$ cat src/rtl/alu_mc.sv
// Multi-cycle ALU: single-cycle logic/arith ops plus a WIDTH-iteration shift-add
// unsigned multiplier, with a valid/ready handshake on both sides.
module alu_mc #(
  parameter int WIDTH = 8
) (
  input  logic             clk,
  input  logic             rst,
  input  logic             EN,
  input  logic             in_valid,
  output logic             in_ready,
  input  logic [WIDTH-1:0] A,
  input  logic [WIDTH-1:0] B,
  input  logic [3:0]       select,
  output logic             out_valid,
  input  logic             out_ready,
  output logic [WIDTH-1:0] out,
  output logic [WIDTH-1:0] out_hi,
  output logic             cout,
  output logic             zero,
  output logic             neg,
  output logic             ovf,
  output logic             err
);

  localparam int CW = (WIDTH > 2) ? $clog2(WIDTH) : 1;
  localparam logic [3:0] OP_MUL = 4'b0111;

  typedef enum logic [1:0] {S_IDLE, S_MUL, S_DONE} state_t;

  state_t           r_state, w_next;
  logic [CW-1:0]    r_cnt;
  logic [WIDTH-1:0] r_a, r_hi, r_lo;
  logic [WIDTH-1:0] r_out, r_out_hi;
  logic             r_cout, r_zero, r_neg, r_ovf, r_err;

  logic             w_accept, w_is_mul, w_mul_last;
  logic [WIDTH:0]   w_sum, w_diff, w_madd;
  logic [WIDTH-1:0] w_res, w_mhi, w_mlo;
  logic             w_cout, w_ovf, w_err;

  assign w_accept   = in_valid & in_ready & EN;
  assign w_is_mul   = (select == OP_MUL);
  assign w_mul_last = (r_state == S_MUL) && (r_cnt == CW'(WIDTH - 1));

  // State register
  always_ff @(posedge clk) begin
    if (rst) r_state <= S_IDLE;
    else     r_state <= w_next;
  end

  // Next-state logic
  always_comb begin
    w_next = r_state;
    case (r_state)
      S_IDLE: if (w_accept) w_next = w_is_mul ? S_MUL : S_DONE;
      S_MUL:  if (w_mul_last) w_next = S_DONE;
      S_DONE: if (out_ready) w_next = S_IDLE;
      default: w_next = S_IDLE;
    endcase
  end

  // Handshake outputs
  always_comb begin
    in_ready  = (r_state == S_IDLE);
    out_valid = (r_state == S_DONE);
  end

  // Single-cycle ops, evaluated on the live operands at the accept edge
  always_comb begin
    w_sum  = {1'b0, A} + {1'b0, B};
    w_diff = {1'b0, A} + {1'b0, ~B} + {{WIDTH{1'b0}}, 1'b1};
    w_res  = '0;
    w_cout = 1'b0;
    w_ovf  = 1'b0;
    w_err  = 1'b0;
    case (select)
      4'b0001: begin
        w_res  = w_sum[WIDTH-1:0];
        w_cout = w_sum[WIDTH];
        w_ovf  = (A[WIDTH-1] == B[WIDTH-1]) && (w_sum[WIDTH-1] != A[WIDTH-1]);
      end
      4'b0010: begin
        w_res  = w_diff[WIDTH-1:0];
        w_cout = w_diff[WIDTH];
        w_ovf  = (A[WIDTH-1] != B[WIDTH-1]) && (w_diff[WIDTH-1] != A[WIDTH-1]);
      end
      4'b0011: w_res = A & B;
      4'b0100: w_res = A | B;
      4'b0101: w_res = A ^ B;
      4'b0110: w_res = ~A;
      4'b0111: w_res = '0;
      4'b1000: begin
        w_res  = {A[WIDTH-2:0], 1'b0};
        w_cout = A[WIDTH-1];
      end
      4'b1001: begin
        w_res  = {1'b0, A[WIDTH-1:1]};
        w_cout = A[0];
      end
      default: w_err = 1'b1;
    endcase
  end

  // One shift-add step: {carry, hi, lo} >> 1 after conditionally adding A to hi
  assign w_madd = {1'b0, r_hi} + (r_lo[0] ? {1'b0, r_a} : {(WIDTH+1){1'b0}});
  assign w_mhi  = w_madd[WIDTH:1];
  assign w_mlo  = {w_madd[0], r_lo[WIDTH-1:1]};

  always_ff @(posedge clk) begin
    if (rst) begin
      r_cnt <= '0;
    end else if (w_accept && w_is_mul) begin
      r_a   <= A;
      r_hi  <= '0;
      r_lo  <= B;
      r_cnt <= '0;
    end else if (r_state == S_MUL) begin
      r_hi  <= w_mhi;
      r_lo  <= w_mlo;
      r_cnt <= r_cnt + 1'b1;
    end
  end

  // Result registers hold steady through DONE until consumed
  always_ff @(posedge clk) begin
    if (rst) begin
      r_out    <= '0;
      r_out_hi <= '0;
      r_cout   <= 1'b0;
      r_zero   <= 1'b0;
      r_neg    <= 1'b0;
      r_ovf    <= 1'b0;
      r_err    <= 1'b0;
    end else if (w_accept && !w_is_mul) begin
      r_out    <= w_res;
      r_out_hi <= '0;
      r_cout   <= w_cout;
      r_zero   <= (w_res == '0);
      r_neg    <= w_res[WIDTH-1];
      r_ovf    <= w_ovf;
      r_err    <= w_err;
    end else if (w_mul_last) begin
      r_out    <= w_mlo;
      r_out_hi <= w_mhi;
      r_cout   <= 1'b0;
      r_zero   <= ({w_mhi, w_mlo} == '0);
      r_neg    <= w_mlo[WIDTH-1];
      r_ovf    <= 1'b0;
      r_err    <= 1'b0;
    end
  end

  assign out    = r_out;
  assign out_hi = r_out_hi;
  assign cout   = r_cout;
  assign zero   = r_zero;
  assign neg    = r_neg;
  assign ovf    = r_ovf;
  assign err    = r_err;

endmodule
$ cat config.mk
export PLATFORM = sky130hd
export DESIGN_NAME = alu_mc
export DESIGN_NICKNAME = d
export VERILOG_FILES = /design/src/rtl/alu_mc.sv
export SDC_FILE = /design/constraint.sdc
export NUM_CORES = 1
export LEC_CHECK = 0
export BUFFER_PORTS_ARGS = -buffer_cell sky130_fd_sc_hd__clkbuf_2
export CAP_MARGIN = 20
export CORE_MARGIN = 1.5
export CORE_UTILIZATION = 28
export CTS_CLUSTER_DIAMETER = 60
export DETAILED_ROUTE_END_ITERATION = 6
export PLACE_DENSITY_LB_ADDON = 0.1
export SYNTH_ARGS = -nofsm -noshare
export SYNTH_HDL_FRONTEND = slang
export SYNTH_SLANG_ARGS = --single-unit
$ cat constraint.sdc
create_clock -name clk -period 2.39 [get_ports clk]
set_input_delay 0.1195 -clock clk [delete_from_list [all_inputs] [get_ports clk]]
set_output_delay 0.1195 -clock clk [all_outputs]
set_load 0.005 [all_outputs]
Yosys cells after proc, flatten, opt, wreduce, memory -nomap -nowiden
Cells that the tools add are included.

Reduce and logical (&&, ||, !) cells: 17. Muxes and demuxes: 23. Add/sub/neg operators: 5. Bitwise gates (word level): 8. Equality and inequality tests: 19.

Operators by type and width (number): $pmux W8 S8 (1); $mux W8 (6); $add A8 B8 Y9 (3); $eq A4 B3 Y1 const B (4); $logic_not A16 Y1 (1); $not A8 Y8 (2); $add A9 B1 Y9 const B (1); $mux W1 (9); $reduce_or A9 Y1 (1); $and A8 B8 Y8 (1); $eq A4 B2 Y1 const B (2); $eq A4 B4 Y1 const B (2); $logic_not A8 Y1 (1); $mux W2 (4); $or A8 B8 Y8 (1); $xor A8 B8 Y8 (1); $pmux W2 S3 (1); $logic_and A1 B1 Y1 (5); $eq A4 B1 Y1 const B (1); $ne A2 B1 Y1 const B (2); $pmux W1 S4 (1); $reduce_and A2 Y1 (2); $reduce_bool A2 Y1 (2); $reduce_or A2 Y1 (2); 13 further kinds (16).

Input bits: 25. Logic and storage cells: 84. Output and inout bits: 23. Flip-flop bits (word level): 50.

Longest topological paths before layout
Depth after elaboration: 7. Depth in mapped cells: 10. Gate-level depth less buffers: 10.

Worst setup path before layout
Ideal clock, no wire load.

Kind: flip-flop to flip-flop. From: register r_lo[0]. To: register r_hi[7], data pin. Arrival time: 2.044 ns. Clock period less this slack: 2.310 ns. Setup time: 0.266 ns. Path buffers: 0. Setup slack: 0.080 ns. Data required time: 2.124 ns. Cell stages (with the launch flop): 10. Cell sequence: edfxtp_1 > and2_1 > ha_1 > fa_1 > a211oi_1 > o21bai_1 > a21oi_1 > o21bai_1 > a21oi_1 > nor2_1.

Longest elaborated chain between the ends: 3.

Ends and longest elaborated chain: from (decl) (line 32) `logic [WIDTH-1:0] r_a, r_hi, r_lo;`; from (signal assigned) (line 119) `r_lo <= w_mlo;`; $mux W8 (line 105) `assign w_madd = {1'b0, r_hi} + (r_lo[0] ? {1'b0, r_a} : {(WIDTH+1){1'b0}});`; $add A8 B8 Y9 (line 105); $mux W8 (line 117) `end else if (r_state == S_MUL) begin`; to (signal assigned) (line 118) `r_hi <= w_mhi;`; to (decl) (line 32).

No other way between the ends. The select of a mux whose other input is x is not followed. A chain may end at the register's enable or synchronous reset.

Worst setup path in the final report
From: register r_lo[0]. To: register r_zero (netlist: zero).

Longest elaborated chain between the ends: 5.

Ends and longest elaborated chain: $mux W8 (line 105); $add A8 B8 Y9 (line 105); $logic_not A16 Y1 (line 146) `r_zero <= ({w_mhi, w_mlo} == '0);`; $mux W1 (line 142) `end else if (w_mul_last) begin`; $mux W1 (line 134) `end else if (w_accept && !w_is_mul) begin`; to (signal assigned) (line 138) `r_zero <= (w_res == '0);`; to (signal assigned) (line 146); to (decl) (line 34) `logic r_cout, r_zero, r_neg, r_ovf, r_err;`.

No other way between the ends. The select of a mux whose other input is x is not followed.

==> impl_metrics.xml <==
<?xml version="1.0" encoding="UTF-8"?>
<metrics>
  <group name="sta">
    <metric name="worst_clock_skew" unit="ps">5.01</metric>
    <metric name="relSlewSlack" unit="%">54.5</metric>
    <metric name="report.final.slew_viol_count" unit="">0</metric>
    <metric name="hold_viol_final" unit="">0</metric>
    <metric name="setup-violations-final" unit="">0</metric>
    <metric name="timing.fmax" unit="MHz">424</metric>
    <metric name="worst_hold_slack" unit="ps">112</metric>
    <metric name="minimum_setup_slack_in_the_final_design" unit="ps">29.3</metric>
    <metric name="worstMarginPinSlew" unit="ps">673</metric>
    <metric name="timing.final.crit_share" unit="%">98.8</metric>
    <metric name="grt_setup_unrepaired" unit="">yes</metric>
    <metric name="fin_crit" unit="ps">2360</metric>
  </group>
  <group name="setup_path">
    <metric name="crit_path_cell_trace" unit="">buf_4 -&gt; and2_1 -&gt; ha_1 -&gt; a21o_1 -&gt; a21oi_2 -&gt; xor2_1 -&gt; nand3_1 -&gt; nor4_2 -&gt; a31oi_1 -&gt; o21ai_1</metric>
    <metric name="rr_endpoint" unit="">zero</metric>
    <metric name="worstPathMaxFanout" unit="">7</metric>
    <metric name="r2r_cells" unit="">10</metric>
    <metric name="r2r-start" unit="">r_lo[0]</metric>
    <metric name="timing.reg2reg.setup_slack" unit="ps">30</metric>
    <metric name="max_stage_delay" unit="ps">380</metric>
    <metric name="timing.setup.critical_path_class" unit="">reg2reg</metric>
    <metric name="critPathLaunchType" unit="">flip-flop</metric>
    <metric name="cpLargestDelayFamily" unit="">compound AO/OA/AOI/OAI gates</metric>
    <metric name="setup.worst_path.end_class" unit="">flip-flop</metric>
    <metric name="crit_required" unit="ps">2610</metric>
    <metric name="worst_path_max_delay_cell" unit="">sky130_fd_sc_hd__edfxtp_1</metric>
    <metric name="critical_path_arrival" unit="ps">2580</metric>
    <metric name="worstPathBufferInverterCount" unit="">1</metric>
  </group>
  <group name="floorplan">
    <metric name="initial_core_util" unit="%">28.7</metric>
    <metric name="die_height" unit="um">120</metric>
    <metric name="coreArea" unit="mm2">0.0133</metric>
    <metric name="fp.dieArea" unit="mm2">0.0143</metric>
    <metric name="io-pin-count" unit="">48</metric>
    <metric name="rows" unit="">42</metric>
    <metric name="floorplan.die.width" unit="um">120</metric>
  </group>
  <group name="cts">
    <metric name="worst_skew_pair.late_latency" unit="ps">290</metric>
    <metric name="cts_htree_levels" unit="">2</metric>
    <metric name="clk_root_buffer_cell" unit="">sky130_fd_sc_hd__clkbuf_16</metric>
    <metric name="clk_pin_slew" unit="ps">60</metric>
    <metric name="tritoncts.num_buffers" unit="">5</metric>
    <metric name="max-clock-path-buffers" unit="">2</metric>
    <metric name="cts_tree" unit="">yes</metric>
    <metric name="clkSinkCount" unit="">49</metric>
  </group>
  <group name="cells_and_area">
    <metric name="antennaDiodeCount" unit="">0</metric>
    <metric name="drive_above_1_share" unit="%">28.5</metric>
    <metric name="final_cell_count_no_fill" unit="">719</metric>
    <metric name="final_net_count" unit="">605</metric>
    <metric name="layout.core_utilization" unit="%">37.3</metric>
    <metric name="final_cell_area" unit="mm2">0.00496</metric>
    <metric name="layout-area-overhead-vs-synth" unit="%">30.0</metric>
  </group>
  <group name="yosys">
    <metric name="synth_async_reset_ratio" unit="%">0</metric>
    <metric name="synth_nets" unit="">504</metric>
    <metric name="yosys.area.top_type_share" unit="%">18.9</metric>
    <metric name="syn_inst" unit="">441</metric>
    <metric name="mappedNetlistArea" unit="mm2">0.00382</metric>
    <metric name="synth-edff-count" unit="">24</metric>
    <metric name="synth_common_cells" unit="">35 x sky130_fd_sc_hd__ha_1, 35 x sky130_fd_sc_hd__nand2_1, 35 x sky130_fd_sc_hd__nor2_1, 33 x sky130_fd_sc_hd__a21oi_1, 25 x sky130_fd_sc_hd__dfxtp_1</metric>
    <metric name="synth_ff_type" unit="">sky130_fd_sc_hd__dfxtp_1</metric>
    <metric name="synth_largest_area_cell" unit="">sky130_fd_sc_hd__edfxtp_1</metric>
    <metric name="synth-seq-cells" unit="">49</metric>
    <metric name="synth_warnings" unit="">0</metric>
    <metric name="avgSynthCellArea" unit="um2">8.66</metric>
    <metric name="post_synth_num_cell_types" unit="">64</metric>
    <metric name="synth_sequential_area_ratio" unit="%">32.0</metric>
    <metric name="post_synth_main_area_contributors" unit="">sky130_fd_sc_hd__edfxtp_1 19%, sky130_fd_sc_hd__dfxtp_1 13%, sky130_fd_sc_hd__ha_1 11%, sky130_fd_sc_hd__a21oi_1 4.3%, sky130_fd_sc_hd__nand2_1 3.4%</metric>
  </group>
  <group name="global_route">
    <metric name="grt_max_degree" unit="">22</metric>
    <metric name="grt_pass1_wl" unit="um">19900</metric>
    <metric name="globalRouteTotalUtil" unit="%">17.6</metric>
    <metric name="antenna_found_initial" unit="">0</metric>
    <metric name="vias_in_the_first_global_route" unit="">3680</metric>
    <metric name="globalRoute.totalOverflow" unit="">0</metric>
  </group>
  <group name="worst_hold_path">
    <metric name="hold-path-cell-count" unit="">3</metric>
    <metric name="worstHoldEndpoint" unit="">r_state[1]</metric>
    <metric name="hold_path_startpoint" unit="">out_ready</metric>
    <metric name="holdCritPathClass" unit="">in2reg</metric>
  </group>
  <group name="routing">
    <metric name="detail_route.wirelength" unit="um">12200</metric>
    <metric name="detail_route.drc_violations" unit="">0</metric>
    <metric name="route.detailed.vias_per_inst" unit="">5.21</metric>
    <metric name="postRouteAntennaNets" unit="">0</metric>
    <metric name="detailroute.via_count" unit="">3747</metric>
    <metric name="detail_route.iter0.violations" unit="">194</metric>
    <metric name="detailedRoute.firstPassIterationCount" unit="">5</metric>
    <metric name="routed_wire_length_per_instance" unit="um">17.0</metric>
  </group>
  <group name="place">
    <metric name="detailedPlacementHpwl" unit="um">9670</metric>
    <metric name="routabilityCongestion" unit="">0.935</metric>
    <metric name="dpl_cell_area" unit="mm2">0.00471</metric>
    <metric name="placedCellCount" unit="">709</metric>
    <metric name="detailedPlace.worstSlack" unit="ps">-193</metric>
    <metric name="placement.io_buffers" unit="">47</metric>
  </group>
  <group name="pwr">
    <metric name="leakage" unit="nW">2.05</metric>
    <metric name="power_density_normalized_to_cell_area" unit="mW/mm2">446</metric>
    <metric name="vdd_drop_max" unit="mV">0.363</metric>
  </group>
  <group name="flow_run">
    <metric name="max_cap_violations" unit="">0</metric>
  </group>
  <group name="outcome">
    <metric name="run_status" unit="">complete, no violations</metric>
  </group>
</metrics>
==> worst register-to-register path: stages (launching register included) <==
cell and delay (ps):
sky130_fd_sc_hd__edfxtp_1 380, sky130_fd_sc_hd__buf_4 170, sky130_fd_sc_hd__and2_1 140, sky130_fd_sc_hd__ha_1 370
sky130_fd_sc_hd__a21o_1 230, sky130_fd_sc_hd__a21oi_2 150, sky130_fd_sc_hd__xor2_1 210, sky130_fd_sc_hd__nand3_1 120
sky130_fd_sc_hd__nor4_2 300, sky130_fd_sc_hd__a31oi_1 140, sky130_fd_sc_hd__o21ai_1 90
==> cell usage in the layout (no fill, tap or decap), types with 4 or more instances in the layout <==
master / count
sky130_fd_sc_hd__buf_4: 70
sky130_fd_sc_hd__clkbuf_2: 47
sky130_fd_sc_hd__nor2_1: 35
sky130_fd_sc_hd__nand2_1: 35
sky130_fd_sc_hd__ha_1: 34
sky130_fd_sc_hd__a21oi_1: 28
sky130_fd_sc_hd__dfxtp_1: 25
sky130_fd_sc_hd__inv_1: 24
sky130_fd_sc_hd__edfxtp_1: 24
sky130_fd_sc_hd__o21ai_0: 16
sky130_fd_sc_hd__nor3_1: 15
sky130_fd_sc_hd__nor2b_1: 12
sky130_fd_sc_hd__nand2b_1: 10
sky130_fd_sc_hd__and2_1: 9
sky130_fd_sc_hd__mux2_2: 9
sky130_fd_sc_hd__a211oi_1: 9
sky130_fd_sc_hd__nand3_1: 8
sky130_fd_sc_hd__a31oi_1: 8
sky130_fd_sc_hd__nand4_1: 7
sky130_fd_sc_hd__o21ai_1: 7
sky130_fd_sc_hd__or3_1: 5
sky130_fd_sc_hd__and3_1: 5
sky130_fd_sc_hd__a221oi_1: 5
sky130_fd_sc_hd__a22oi_1: 5
sky130_fd_sc_hd__a21oi_2: 5
sky130_fd_sc_hd__clkbuf_16: 5
sky130_fd_sc_hd__o211ai_1: 4
sky130_fd_sc_hd__a311oi_1: 4
sky130_fd_sc_hd__o21a_1: 4
==> worst max path at each step <==
stage	start	endpoint	slack, ps	cells past startpoint
after global placement	r_lo[0]	zero	-170	10
after global routing	r_lo[0]	zero	-130	10
after floorplan	r_lo[0]	r_hi[7]	80	9
after CTS	r_lo[0]	zero	0.4	10
after detailed placement	r_lo[0]	zero	-190	10
final	r_lo[0]	zero	30	10
==> registers in the layout, summed over array words and instances (netlist names) <==
signal and flops:
zero 1, r_cnt 3, r_hi 8, r_a 8, ovf 1, r_state 2
out_hi 8, r_lo 8, err 1, out 8, cout 1
==> power breakdown <==
group	total [mW]	switching [mW]	leakage (nW)	internal, mW
Sequential	0.902	0.00981	0.419	0.892
Combinational	0.519	0.287	1.55	0.232
Clock	0.792	0.301	0.0785	0.491
Total	2.21	0.597	2.05	1.62
==> area by class of cell <==
class                      count  area [um2]
clock inverter                 2        33.8
sequential                    49        1220
clock buffer                   6         129
inverter                      25        93.8
fill                        1378        8330
multi-input combinational    342        2460
timing repair buffer         119         801
tap                          176         220
==> through the flow <==
stage	setup TNS, ps	power, mW
global route	-138	2.32
CTS	0	2.23
floorplan	0	1.19
finish	0	2.21
global placement	-172	1.44
detailed placement	-209	1.43
==> metal layers <==
metal	GRT usage [%]	routed length (um)	vias up
met5	0	0	-
met4	5.80	346	0
met3	2.52	552	23
met2	27.6	5430	137
met1	24.9	5910	1751
li1	-	-	1836
==> logic make-up (layout without fill, tap and decap cells) <==
| kind of cell | count (synthesis) | after routing | share of synthesized area (%) |
|---|---|---|---|
| simple gates | 163 | 163 | 23.0 |
| buf+inv | 50 | 152 | 5.51 |
| compound gates | 123 | 123 | 21.6 |
| fa+ha+maj | 38 | 38 | 13.0 |
| mux | 12 | 12 | 3.44 |
| xor+xnor | 6 | 6 | 1.38 |
| flops | 49 | 49 | 32.0 |
==> what timing repair did <==
action | 4_1_cts | 5_1_grt
hold buffers | 0 | 0
setup buffers | 1 | 1
pin swaps | 3 | 7
setup endpoints to repair | 2 | 8
resized for setup | 7 | 9
(Power assumes the default switching activity.)
